$ cat src/rtl/monitor_bus_arbiter_if.sv
// Bundle of CPU port, host port and monitor window signals for the arbiter.
// Latency: none (wires only).
// Backpressure: CPU is strobe/ack, host is level-request/ack, window is fixed-timing.
interface monitor_bus_arbiter_if;
  // CPU (6502 bus logic) port
  logic       cpu_req;
  logic [7:0] cpu_addr;
  logic       cpu_we;
  logic [7:0] cpu_wdata;
  logic       cpu_ack;
  logic [7:0] cpu_rdata;
  logic       cpu_overrun;
  // host debug link port
  logic       host_req;
  logic [7:0] host_addr;
  logic       host_we;
  logic [7:0] host_wdata;
  logic       host_ack;
  logic [7:0] host_rdata;
  logic       host_err;
  // monitor control and window
  logic       stopped;
  logic [7:0] A;
  logic       write;
  logic [7:0] Din;
  logic [7:0] Dout;

  // arbiter side
  modport slave (
    input  cpu_req, cpu_addr, cpu_we, cpu_wdata,
    output cpu_ack, cpu_rdata, cpu_overrun,
    input  host_req, host_addr, host_we, host_wdata,
    output host_ack, host_rdata, host_err,
    input  stopped, Dout,
    output A, write, Din
  );

  // requesters and window side
  modport master (
    output cpu_req, cpu_addr, cpu_we, cpu_wdata,
    input  cpu_ack, cpu_rdata, cpu_overrun,
    output host_req, host_addr, host_we, host_wdata,
    input  host_ack, host_rdata, host_err,
    output stopped, Dout,
    input  A, write, Din
  );
endinterface

$ cat src/rtl/monitor_bus_arbiter.sv
// Shares the monitor register/ROM window between the CPU port and a host debug port.
// Latency: request sampled in IDLE -> ack 3 cycles later; one access per 3 cycles.
// Backpressure: CPU gets a one-deep pending slot (overflow sets sticky overrun); host holds req until ack.
module monitor_bus_arbiter #(
  parameter logic [7:0] IDLE_ADDR       = 8'h00,
  parameter logic [7:0] MAX_WAIT        = 8'd16,
  parameter bit         ALLOW_RUN_WRITE = 1'b0
) (
  input  logic                  clk,
  input  logic                  rst_n,
  monitor_bus_arbiter_if.slave  bus
);

  localparam logic [1:0] S_IDLE   = 2'd0;
  localparam logic [1:0] S_ADDR   = 2'd1;
  localparam logic [1:0] S_DATA   = 2'd2;
  localparam logic [1:0] S_REFUSE = 2'd3;

  logic [1:0] state;
  logic       owner_host;
  logic [7:0] a_q;
  logic       write_q;
  logic [7:0] din_q;

  logic       pend_vld;
  logic [7:0] pend_addr;
  logic       pend_we;
  logic [7:0] pend_wdata;

  logic [7:0] wait_cnt;

  logic       cpu_ack_q;
  logic [7:0] cpu_rdata_q;
  logic       overrun_q;
  logic       host_ack_q;
  logic [7:0] host_rdata_q;
  logic       host_err_q;

  logic       idle;
  logic       host_win;
  logic       cpu_grant;
  logic       host_grant;
  logic       host_refuse;
  logic       cpu_to_slot;
  logic       slot_free;
  logic [7:0] sel_addr;
  logic       sel_we;
  logic [7:0] sel_wdata;

  // Arbitration: CPU first unless the host has waited MAX_WAIT cycles; pending CPU beats a new strobe.
  always_comb begin
    idle        = (state == S_IDLE);
    host_win    = bus.host_req && (wait_cnt >= MAX_WAIT);
    cpu_grant   = idle && !host_win && (bus.cpu_req || pend_vld);
    host_grant  = idle && bus.host_req && !cpu_grant;
    host_refuse = bus.host_we && !bus.stopped && !ALLOW_RUN_WRITE;
    // A new strobe needs the slot unless it is being served directly this cycle.
    cpu_to_slot = bus.cpu_req && !(cpu_grant && !pend_vld);
    // The slot frees up in the same cycle its contents are granted.
    slot_free   = !pend_vld || cpu_grant;
    sel_addr    = pend_vld ? pend_addr  : bus.cpu_addr;
    sel_we      = pend_vld ? pend_we    : bus.cpu_we;
    sel_wdata   = pend_vld ? pend_wdata : bus.cpu_wdata;
  end

  // Access sequencer: IDLE -> ADDR -> DATA -> IDLE, or IDLE -> REFUSE -> IDLE for a refused host write.
  always_ff @(posedge clk or negedge rst_n) begin
    if (!rst_n) begin
      state      <= S_IDLE;
      owner_host <= 1'b0;
      a_q        <= IDLE_ADDR;
      write_q    <= 1'b0;
      din_q      <= 8'h00;
    end else begin
      case (state)
        S_IDLE: begin
          if (cpu_grant) begin
            state      <= S_ADDR;
            owner_host <= 1'b0;
            a_q        <= sel_addr;
            write_q    <= sel_we;
            din_q      <= sel_wdata;
          end else if (host_grant) begin
            owner_host <= 1'b1;
            if (host_refuse) begin
              state <= S_REFUSE;
            end else begin
              state   <= S_ADDR;
              a_q     <= bus.host_addr;
              write_q <= bus.host_we;
              din_q   <= bus.host_wdata;
            end
          end
        end
        S_ADDR: begin
          state   <= S_DATA;
          write_q <= 1'b0;
        end
        S_DATA: begin
          state <= S_IDLE;
          a_q   <= IDLE_ADDR;
        end
        default: begin
          state <= S_IDLE;
        end
      endcase
    end
  end

  // Completion: capture Dout for the owner on the DATA->IDLE edge and pulse its ack for one cycle.
  always_ff @(posedge clk or negedge rst_n) begin
    if (!rst_n) begin
      cpu_ack_q    <= 1'b0;
      cpu_rdata_q  <= 8'h00;
      host_ack_q   <= 1'b0;
      host_rdata_q <= 8'h00;
      host_err_q   <= 1'b0;
    end else begin
      cpu_ack_q  <= 1'b0;
      host_ack_q <= 1'b0;
      host_err_q <= 1'b0;
      if (state == S_DATA) begin
        if (owner_host) begin
          host_ack_q   <= 1'b1;
          host_rdata_q <= bus.Dout;
        end else begin
          cpu_ack_q   <= 1'b1;
          cpu_rdata_q <= bus.Dout;
        end
      end else if (state == S_REFUSE) begin
        host_ack_q <= 1'b1;
        host_err_q <= 1'b1;
      end
    end
  end

  // CPU pending slot: holds one deferred strobe; a strobe that finds it occupied is lost.
  always_ff @(posedge clk or negedge rst_n) begin
    if (!rst_n) begin
      pend_vld   <= 1'b0;
      pend_addr  <= 8'h00;
      pend_we    <= 1'b0;
      pend_wdata <= 8'h00;
      overrun_q  <= 1'b0;
    end else begin
      if (cpu_to_slot && slot_free) begin
        pend_vld   <= 1'b1;
        pend_addr  <= bus.cpu_addr;
        pend_we    <= bus.cpu_we;
        pend_wdata <= bus.cpu_wdata;
      end else if (cpu_grant) begin
        pend_vld <= 1'b0;
      end
      if (cpu_to_slot && !slot_free) begin
        overrun_q <= 1'b1;
      end
    end
  end

  // Host starvation counter: counts ungranted requesting cycles, saturates at 255.
  always_ff @(posedge clk or negedge rst_n) begin
    if (!rst_n) begin
      wait_cnt <= 8'h00;
    end else if (!bus.host_req || host_grant) begin
      wait_cnt <= 8'h00;
    end else if (wait_cnt != 8'hFF) begin
      wait_cnt <= wait_cnt + 8'd1;
    end
  end

  assign bus.A           = a_q;
  assign bus.write       = write_q;
  assign bus.Din         = din_q;
  assign bus.cpu_ack     = cpu_ack_q;
  assign bus.cpu_rdata   = cpu_rdata_q;
  assign bus.cpu_overrun = overrun_q;
  assign bus.host_ack    = host_ack_q;
  assign bus.host_rdata  = host_rdata_q;
  assign bus.host_err    = host_err_q;

endmodule

$ cat src/flat_wrapper.sv
// flat-port wrapper written by rule: the top's interface ports become plain ports
module monitor_bus_arbiter_flat 
#(
  parameter logic [7:0] IDLE_ADDR       = 8'h00,
  parameter logic [7:0] MAX_WAIT        = 8'd16,
  parameter bit         ALLOW_RUN_WRITE = 1'b0
)
  (clk, rst_n, bus_cpu_req, bus_cpu_addr, bus_cpu_we, bus_cpu_wdata, bus_cpu_ack, bus_cpu_rdata, bus_cpu_overrun, bus_host_req, bus_host_addr, bus_host_we, bus_host_wdata, bus_host_ack, bus_host_rdata, bus_host_err, bus_stopped, bus_Dout, bus_A, bus_write, bus_Din);
  monitor_bus_arbiter_if bus_i ();
  input  logic clk;
  input  logic rst_n;
  input wire logic [$bits(bus_i.cpu_req)-1:0] bus_cpu_req;
  input wire logic [$bits(bus_i.cpu_addr)-1:0] bus_cpu_addr;
  input wire logic [$bits(bus_i.cpu_we)-1:0] bus_cpu_we;
  input wire logic [$bits(bus_i.cpu_wdata)-1:0] bus_cpu_wdata;
  output wire logic [$bits(bus_i.cpu_ack)-1:0] bus_cpu_ack;
  output wire logic [$bits(bus_i.cpu_rdata)-1:0] bus_cpu_rdata;
  output wire logic [$bits(bus_i.cpu_overrun)-1:0] bus_cpu_overrun;
  input wire logic [$bits(bus_i.host_req)-1:0] bus_host_req;
  input wire logic [$bits(bus_i.host_addr)-1:0] bus_host_addr;
  input wire logic [$bits(bus_i.host_we)-1:0] bus_host_we;
  input wire logic [$bits(bus_i.host_wdata)-1:0] bus_host_wdata;
  output wire logic [$bits(bus_i.host_ack)-1:0] bus_host_ack;
  output wire logic [$bits(bus_i.host_rdata)-1:0] bus_host_rdata;
  output wire logic [$bits(bus_i.host_err)-1:0] bus_host_err;
  input wire logic [$bits(bus_i.stopped)-1:0] bus_stopped;
  input wire logic [$bits(bus_i.Dout)-1:0] bus_Dout;
  output wire logic [$bits(bus_i.A)-1:0] bus_A;
  output wire logic [$bits(bus_i.write)-1:0] bus_write;
  output wire logic [$bits(bus_i.Din)-1:0] bus_Din;
  assign bus_i.cpu_req = bus_cpu_req;
  assign bus_i.cpu_addr = bus_cpu_addr;
  assign bus_i.cpu_we = bus_cpu_we;
  assign bus_i.cpu_wdata = bus_cpu_wdata;
  assign bus_cpu_ack = bus_i.cpu_ack;
  assign bus_cpu_rdata = bus_i.cpu_rdata;
  assign bus_cpu_overrun = bus_i.cpu_overrun;
  assign bus_i.host_req = bus_host_req;
  assign bus_i.host_addr = bus_host_addr;
  assign bus_i.host_we = bus_host_we;
  assign bus_i.host_wdata = bus_host_wdata;
  assign bus_host_ack = bus_i.host_ack;
  assign bus_host_rdata = bus_i.host_rdata;
  assign bus_host_err = bus_i.host_err;
  assign bus_i.stopped = bus_stopped;
  assign bus_i.Dout = bus_Dout;
  assign bus_A = bus_i.A;
  assign bus_write = bus_i.write;
  assign bus_Din = bus_i.Din;
  monitor_bus_arbiter #(.IDLE_ADDR(IDLE_ADDR), .MAX_WAIT(MAX_WAIT), .ALLOW_RUN_WRITE(ALLOW_RUN_WRITE)) u_core (.clk(clk), .rst_n(rst_n), .bus(bus_i));
endmodule
$ cat config.mk
export PLATFORM = sky130hd
export DESIGN_NAME = monitor_bus_arbiter_flat
export DESIGN_NICKNAME = d
export VERILOG_FILES = /design/src/rtl/monitor_bus_arbiter_if.sv /design/src/rtl/monitor_bus_arbiter.sv /design/src/flat_wrapper.sv
export SDC_FILE = /design/constraint.sdc
export NUM_CORES = 1
export LEC_CHECK = 0
export ABC_AREA = 1
export CORE_ASPECT_RATIO = 0.6
export CORE_MARGIN = 1.5
export CORE_UTILIZATION = 44
export CTS_CLUSTER_SIZE = 16
export DETAILED_ROUTE_END_ITERATION = 10
export GPL_TIMING_DRIVEN = 0
export PLACE_DENSITY_LB_ADDON = 0.12
export SYNTH_ARGS = -nofsm -noshare
export SYNTH_HDL_FRONTEND = slang
export SYNTH_SLANG_ARGS = --single-unit
$ cat constraint.sdc
create_clock -name clk -period 1.3 [get_ports clk]
set_input_delay 0.325 -clock clk [delete_from_list [all_inputs] [get_ports clk]]
set_output_delay 0.325 -clock clk [all_outputs]
set_load 0.01 [all_outputs]
Word-level counts from Yosys, hierarchy flattened:

Cells that the tools add are included.
Widths: inputs -> output; s select.

* magnitude comparators: 1
* eq/ne operators: 7
* shift-type cells: 0
* bitwise gates (word level): 1
* div/mod/pow operators: 0
* reduce and logical (&&, ||, !) cells: 32
* add/sub/neg operators: 1
* multipliers: 0
* multiplexer cells: 30

Operators by type and width (number)
* $mux 8: 10
* $pmux 8 s2: 1
* $mux 1: 14
* $logic_and 1x1->1: 10
* $reduce_bool 2->1: 5
* $reduce_and 3->1: 3
* $add 8x1->8 const B: 1
* $ge 8x5->1 const B: 1
* $ne 8x8->1 const B: 1
* $logic_not 1->1: 7
* $mux 2: 3
* $ne 3x3->1 const B: 2
* $reduce_and 2->1: 3
* $eq 2x2->1 const B: 2
* $pmux 2 s2: 1
* $logic_or 1x1->1: 3
* $eq 2x1->1 const B: 1
* $logic_not 2->1: 1
* $ne 2x1->1 const B: 1
* $pmux 1 s2: 1
* $not 1->1: 1

* memories kept: 0
* bits in writable memories: 0
* ROM bits: 0
* bits of input ports: 47
* flip-flop bits (word level): 66
* latch bits: 0
* output and inout port bits: 37

Logic depth before layout (Yosys ltp):

Gate-level depths: netlist of the first run.

* depth in word-level cells: 10
* mapped depth: 10
* depth with buffers taken out: 10

Worst setup path before layout of the first run:

OpenSTA, ideal clock, no wires.

* path kind: reg2reg
* start point: register u_core.wait_cnt[7]
* end point: register u_core.pend_wdata[5]
* clock period less this slack: 1.363 ns
* data required time: 1.183 ns
* arrival: 1.246 ns
* stages on the path, launching flop included: 10
* path slack: -0.063 ns
* path buffers: 1
* cell sequence: dfrtp_1 > nor2_1 > nand2_1 > nand2_2 > nand3_4 > nand2_4 > nand3_4 > buf_6 > nand2_2 > o21ai_2

* longest elaborated chain between the ends: 9
* elaborated cells on any way between the ends: 10

Ends and longest elaborated chain
* from (decl): line monitor_bus_arbiter.sv:30 `logic [7:0] wait_cnt;`
* from (signal assigned): line monitor_bus_arbiter.sv:167 `wait_cnt <= wait_cnt + 8'd1;`
* $ge 8x5->1 (*): line monitor_bus_arbiter.sv:53 `host_win = bus.host_req && (wait_cnt >= MAX_WAIT);`
* $logic_and 1x1->1 (*): line monitor_bus_arbiter.sv:53
* $logic_not 1->1 (*): line monitor_bus_arbiter.sv:54 `cpu_grant = idle && !host_win && (bus.cpu_req || pend_vld);`
* $logic_and 1x1->1 (*) (2 in series): line monitor_bus_arbiter.sv:54
* $logic_and 1x1->1: line monitor_bus_arbiter.sv:58 `cpu_to_slot = bus.cpu_req && !(cpu_grant && !pend_vld);`
* $logic_not 1->1: line monitor_bus_arbiter.sv:58
* $logic_and 1x1->1: line monitor_bus_arbiter.sv:58
* $logic_and 1x1->1 (*): line monitor_bus_arbiter.sv:146 `if (cpu_to_slot && slot_free) begin`
* to (signal assigned): line monitor_bus_arbiter.sv:150 `pend_wdata <= bus.cpu_wdata;`
* to (decl): line monitor_bus_arbiter.sv:28 `logic [7:0] pend_wdata;`

Every way passes the cells marked *; elsewhere a longest branch is shown, timed or not.
A chain may end at the register's enable or synchronous reset.

Worst setup path after layout of the first run:

* start point: register u_core.wait_cnt[7]
* end point: register u_core.pend_wdata[0]

The elaborated chain is that of the path after synthesis.

==> results.sh, run 1 <==
export IMPL_status="finished, violations left"
export IMPL_violations="negative setup slack"
export IMPL_synth_ff_type="dfrtp_1"
export IMPL_grt_antenna_before_repair=0
export IMPL_drive_gt1_share_pct=25.8
export IMPL_power_uw=12100
export IMPL_cp_end_kind="flop"
export IMPL_grt_overflow=0
export IMPL_grt_pass1_wl_um=13400
export IMPL_num_rows=23
export IMPL_wire_per_inst_um=14.8
export IMPL_path_class="reg2reg"
export IMPL_cts_max_level=3
export IMPL_finalSetupViolCount=52
export IMPL_synth_top_family_by_area="simple AND/OR/NAND/NOR gates"
export IMPL_synth_area_mux_share_pct=0
export IMPL_drc=0
export IMPL_viasPerCell=4.90
export IMPL_cp_required_ps=1520
export IMPL_grt_usage_pct=21.9
export IMPL_initial_core_util_pct=46.9
export IMPL_synth_compound_area_share_pct=15.5
export IMPL_final_hold_violation_count=0
export IMPL_critPathArrivalTime_ps=1710
export IMPL_yosys_area_top_type="dfrtp_1"
export IMPL_die_x_um=114
export IMPL_worst_path_buf_inv=1
export IMPL_fin_nets=564
export IMPL_tritoncts="built"
export IMPL_clkTransAtPathRegs_ps=60
export IMPL_synthTopCellsByArea="dfrtp_1, nand2_1, o21ai_0"
export IMPL_critical_path_top_delay_family="simple AND/OR/NAND/NOR gates"
export IMPL_critPathLaunchType="flop"
export IMPL_post_route_min_period_ps=1500
export IMPL_numCtsBuffers=9
export IMPL_async_reset_ff_share_pct=100
export IMPL_critPathMaxStageDelay_ps=390
export IMPL_yosysWarnings=0
export IMPL_io_buffers=83
export IMPL_io_pins=84
export IMPL_dr_pass1_iters=4
export IMPL_coreArea_um2=6910
export IMPL_finClkSkew_ps=7.30
export IMPL_root_buffer="clkbuf_16"
export IMPL_multi_input_area_um2=1460
export IMPL_stdcell_area_um2=4900
export IMPL_slowest_stage="dfrtp_1"
export IMPL_synth_xor_area_share_pct=0.541
export IMPL_synth_edff_count=0
export IMPL_num_fill_cells=525
export IMPL_drv_slew=0
export IMPL_crit_path_cell_trace="nor2_1, nand2_1, nand2_4, nand3_4, nand2_4, nand3_4, clkbuf_16, nand2_4, o21ai_2"
export IMPL_cts_path_max_buffers=2
export IMPL_final_antenna_net_count=0
export IMPL_synth_fa_ha_area_share_pct=0.772
export IMPL_leakagePower_uw=0.00251
export IMPL_fp_dieArea_um2=7900
export IMPL_ir_drop_mv=1.07
export IMPL_crit_top_cell="nand2_4"
export IMPL_fmax_ghz=0.668
export IMPL_syn2layout_area_growth_pct=51.2
export IMPL_dpl_instance_area_um2=4180
export IMPL_seqCellArea_um2=1650
export IMPL_cts_sinks=66
export IMPL_powerDensity_nw_per_um2=2470
export IMPL_synth_avg_cell_area_um2=8.20
export IMPL_synth_area_um2=3240
export IMPL_relSlewSlack_pct=43.5
export IMPL_synth_common_cells="nand2_1, dfrtp_1, inv_1, o21ai_0, nor2_1"
export IMPL_wl_um=8940
export IMPL_post_route_period_util_pct=115
export IMPL_synth_simple_gate_area_share_pct=22.3
export IMPL_ys_seq_area_share_pct=51.0
export IMPL_dp_slack_ps=-641
export IMPL_synth_cells=395
export IMPL_maxCapViolations=0
export IMPL_clk_latency_ps=330
export IMPL_insertedDiodeCount=0
export IMPL_tightest_slew_ps=848
export IMPL_synth_seq_cells=66
export IMPL_setup_slack_ps=-197
export IMPL_die_h_um=69.5
export IMPL_crit_fanout=7
export IMPL_yosysUniqueCellTypes=30
export IMPL_gp_congestion=0.772
export IMPL_syn_nets=444
export IMPL_fin_setup_tns_ps=-6120
export IMPL_synth_most_common_cell="nand2_1"
export IMPL_first_global_vias=2752
export IMPL_grt_max_degree=67
export IMPL_yosys_area_top_type_share_pct=51.0
export IMPL_dp_hpwl_um=5840
export IMPL_rsz0062_at_grt="true"
export IMPL_vias=2969
export IMPL_drtIter0Drc=202
export IMPL_hold_class="in2async"
cells by family (layout without fill, tap and decap cells):
logic type | after synthesis | after routing
AND/OR/NAND/NOR | 170 | 171
adder cells (fa/ha/maj) | 2 | 2
flip-flops | 66 | 66
XOR/XNOR | 2 | 2
AO/OA/AOI/OAI | 82 | 82
buffers and inverters | 73 | 196
metal layers:
metal,vias up,share of wire [%],GRT usage (%)
li1,1478,-,-
met1,1401,46,31.5
met2,83,46,32.1
met3,7,6.9,7.52
met4,0,0.87,4.44
met5,-,0,0
cell type report:
class | instances | share of cell area [%]
clock inverters | 1 | 0.613
repair buffers | 108 | 20.2
multi-input cells | 257 | 29.8
plain buffers | 12 | 2.55
well taps | 87 | 2.22
inverters | 61 | 4.88
clock buffers | 14 | 6.00
flip-flops and latches | 66 | 33.7
sequential cells by signal, indices dropped and copies added, names as in the netlist, 2 cells and up:
signal and count:
u_core.bus.A 8, u_core.bus.Din 8, u_core.bus.cpu_rdata 8, u_core.bus.host_rdata 8
u_core.pend_addr 8, u_core.pend_wdata 8, u_core.state 2, u_core.wait_cnt 8
worst paths after layout:
kind,cells past startpoint,from,slack (ps),to
min in group clk,2,u_core.bus.A[3]$_DFFE_PN0P_,480,u_core.bus.A[3]$_DFFE_PN0P_
hold reg to reg,2,u_core.bus.A[3]$_DFFE_PN0P_,480,u_core.bus.A[3]$_DFFE_PN0P_
setup reg to reg,9,u_core.wait_cnt[7]$_DFFE_PN0P_,-200,u_core.pend_wdata[0]$_DFFE_PN0P_
setup / recovery,9,u_core.wait_cnt[7]$_DFFE_PN0P_,-200,u_core.pend_wdata[0]$_DFFE_PN0P_
max in group asynchronous,1,rst_n,590,u_core.state[0]$_DFFE_PN0P_
hold / removal,1,rst_n,100,u_core.bus.Din[2]$_DFFE_PN0P_
timing repair:
action | in CTS | in global routing
pin swaps | 5 | 10
setup buffers | 14 | 9
resized for setup | 99 | 75
endpoints found under the setup margin | 98 | 73
cloned | 1 | 2
hold buffers | 0 | 0
placed cells by master, fill, tap and decap left out, types with 2 or more instances in the layout:
cell               n
dlygate4sd2_1      2
nand3_1            5
a21oi_2            2
inv_1             53
o21ai_0           37
clkdlybuf4s15_1   23
clkbuf_16         10
clkbuf_8           5
inv_4              4
xor2_1             2
clkdlybuf4s50_1   43
nor2_2             2
o21ai_1           12
buf_4             24
buf_6              7
nand2_4           11
nand3_4            4
o21ai_4            3
ha_1               2
nand2_1          104
dfrtp_1           65
nor2_4             3
a21oi_1            4
nor2_1            26
inv_2              4
nand2_2           11
buf_12             2
clkbuf_2          14
nand4_1            2
buf_8              2
o21ai_2           20
report_power, final:
group	switching [uW]	internal (uW)	total, uW
clock	856	1730	2590
combinational	3300	2660	5970
sequential	593	2970	3560
total	4750	7370	12100
per-stage QoR:
step / util [%] / std cells / hold slack [ps]
final: 70.9 / 606 / 95.7
after global placement: 60.6 / 565 / 459
after CTS: 68.2 / 595 / 134
after detailed placement: 60.5 / 565 / 463
after floorplan: - / 395 / 29.4
after global routing: 70.9 / 606 / 164
Power figures use the tool's default switching activity.
==> run 2, diff against run 1 <==
GPL_TIMING_DRIVEN = default   (was 0)
==> run 2 against run 1 <==
  * The flow finishes with violations (negative hold slack, negative setup slack)
  * Final area increased by 0.31%
  * Sequential share of layout area decreased by 0.13 points
  * Core utilization increased by 0.22 points
  * Power decreased by 4.4%
  * Clock-buffer cell count increased by 1
  * Clock power decreased by 2%
  * Clock skew decreased by 2.2 ps
  * Non-clock buffer count increased by 19
==> results.sh, run 2 (synthesized netlist as in run 1, its figures left out) <==
export IMPL_status="finished, violations left"
export IMPL_violations="negative hold slack, negative setup slack"
export IMPL_final_cell_mix="nand2_1, dfrtp_1, inv_1"
export IMPL_p_clk_share_pct=21.9
export IMPL_num_fill_cells=537
export IMPL_final_antenna_net_count=0
export IMPL_met2_usage_pct=33.8
export IMPL_root_buffer="clkbuf_16"
export IMPL_use_met1_pct=28.4
export IMPL_fp_dieArea_um2=7900
export IMPL_finClkSkew_ps=5.14
export IMPL_drv_slew=0
export IMPL_setup_slack_ps=-161
export IMPL_cp_required_ps=1520
export IMPL_io_pins=84
export IMPL_leakagePower_uw=0.00254
export IMPL_vias=2976
export IMPL_initial_core_util_pct=46.9
export IMPL_powerDensity_nw_per_um2=2360
export IMPL_mostFrequentLayoutCell="nand2_1"
export IMPL_instances_no_fill=626
export IMPL_dp_hpwl_um=5450
export IMPL_grt_overflow=0
export IMPL_p_seq_share_pct=30.3
export IMPL_fmax_ghz=0.685
export IMPL_gp_congestion=0.828
export IMPL_whs_ps=-15.2
export IMPL_critPathArrivalTime_ps=1680
export IMPL_drc=0
export IMPL_relSlewSlack_pct=75.4
export IMPL_fin_setup_tns_ps=-5290
export IMPL_wl_um=8310
export IMPL_post_route_min_period_ps=1460
export IMPL_num_rows=23
export IMPL_grt_antenna_before_repair=0
export IMPL_viasPerCell=4.75
export IMPL_grt_pass1_wl_um=13300
export IMPL_wire_per_inst_um=13.3
export IMPL_cts_sinks=66
export IMPL_coreArea_um2=6910
export IMPL_syn2layout_area_growth_pct=51.7
export IMPL_busiest_layer="met2"
export IMPL_clk_latency_ps=330
export IMPL_critPathLaunchType="flop"
export IMPL_crit_fanout=15
export IMPL_final_hold_violation_count=7
export IMPL_insertedDiodeCount=0
export IMPL_grt_max_degree=67
export IMPL_power_internal_uw=7140
export IMPL_switching_share_pct=38.4
export IMPL_tritoncts="built"
export IMPL_path_class="reg2reg"
export IMPL_finalSetupViolCount=45
export IMPL_switching_power_uw=4450
export IMPL_die_x_um=114
export IMPL_cts_path_max_buffers=2
export IMPL_tightest_slew_ps=369
export IMPL_met3_usage_pct=7.60
export IMPL_maxCapViolations=0
export IMPL_placed_cells=603
export IMPL_clkTransAtPathRegs_ps=50
export IMPL_cts_max_level=3
export IMPL_dr_pass1_iters=4
export IMPL_die_h_um=69.5
export IMPL_cp_end_kind="flop"
export IMPL_power_share_combinational_pct=47.8
export IMPL_rsz0062_at_grt="true"
export IMPL_drive_gt1_share_pct=29.5
export IMPL_ir_drop_mv=1.23
export IMPL_drtIter0Drc=144
export IMPL_first_global_vias=2882
export IMPL_numCtsBuffers=9
export IMPL_dp_slack_ps=-499
export IMPL_post_route_period_util_pct=112
export IMPL_ctsHoldBuffers=0
export IMPL_fin_nets=583
export IMPL_grt_usage_pct=21.6
export IMPL_reg2reg_slack_ps=-160
export IMPL_io_buffers=83
export IMPL_hold_class="in2async"
run 2: cell count changes in the layout (fill, tap and decap cells not counted), sizes merged:
cell           delta
clkdlybuf4s15     -7
clkdlybuf4s50     +1
o21ai             +1
dlygate4sd2       -2
nand3             -1
clkbuf            +2
dlymetal6s2s      +1
buf              +25
run 2: critical path, cell delays in order (launching register included):
cell	delay, ps
dfrtp_1	370
nor2_1	120
nand2_1	70
nand2_2	110
nand3_4	140
nand2_4	110
nand3_4	110
buf_12	180
nand2_1	70
o21ai_2	50
run 2: final cells by class:
class | count | area [um2] | area share, %
clock buffer | 15 | 288 | 5.86
tap | 87 | 109 | 2.22
clock inverter | 1 | 30.0 | 0.611
sequential | 66 | 1650 | 33.6
inverter | 61 | 234 | 4.76
timing repair buffer | 139 | 1220 | 24.9
multi-input combinational | 257 | 1380 | 28.1
run 2: layer usage:
layer | wire length (um) | vias to the layer above
met5 | 0 | -
met1 | 4040 | 1393
met2 | 3750 | 66
met4 | 94 | 0
li1 | - | 1507
met3 | 430 | 10
run 2: what timing repair did:
action / CTS / global route
buffers inserted: 1 / 4
cloned: 1 / 1
resized for setup: 91 / 62
setup endpoints to repair: 79 / 78
pin swaps: 2 / 1
run 2: power by group through the flow:
stage	clock, uW	sequential (uW)	combinational [uW]
3_5_place_dp	0	3480	5380
5_1_grt	2680	3610	6110
2_1_floorplan	0	3680	2810
4_1_cts	2580	3470	5280
3_3_place_gp	0	3460	5220
6_report	2540	3510	5540
run 2: worst paths after layout:
check                                                    start                                    to  cells past startpoint
worst max-delay path            u_core.wait_cnt[7]$_DFFE_PN0P_       u_core.pend_addr[3]$_DFFE_PN0P_                      9
worst min-delay path                                     rst_n         u_core.bus.Din[2]$_DFFE_PN0P_                      2
worst max register to register  u_core.wait_cnt[7]$_DFFE_PN0P_       u_core.pend_addr[3]$_DFFE_PN0P_                      9
worst min register to register     u_core.bus.A[3]$_DFFE_PN0P_           u_core.bus.A[3]$_DFFE_PN0P_                      2
max in group asynchronous                                rst_n  u_core.bus.host_rdata[6]$_DFFE_PN0P_                      2
min in group clk                   u_core.bus.A[3]$_DFFE_PN0P_           u_core.bus.A[3]$_DFFE_PN0P_                      2
run 2: per-stage QoR:
step	hold slack, ps	total power (uW)	utilization [%]	cell area, um2
floorplan	29.4	6500	-	3240
global placement	374	8680	65.4	4510
detailed placement	368	8850	65.4	4510
CTS	18.3	11300	70.5	4870
global route	32.9	12400	71.1	4910
finish	-15.2	11600	71.1	4910
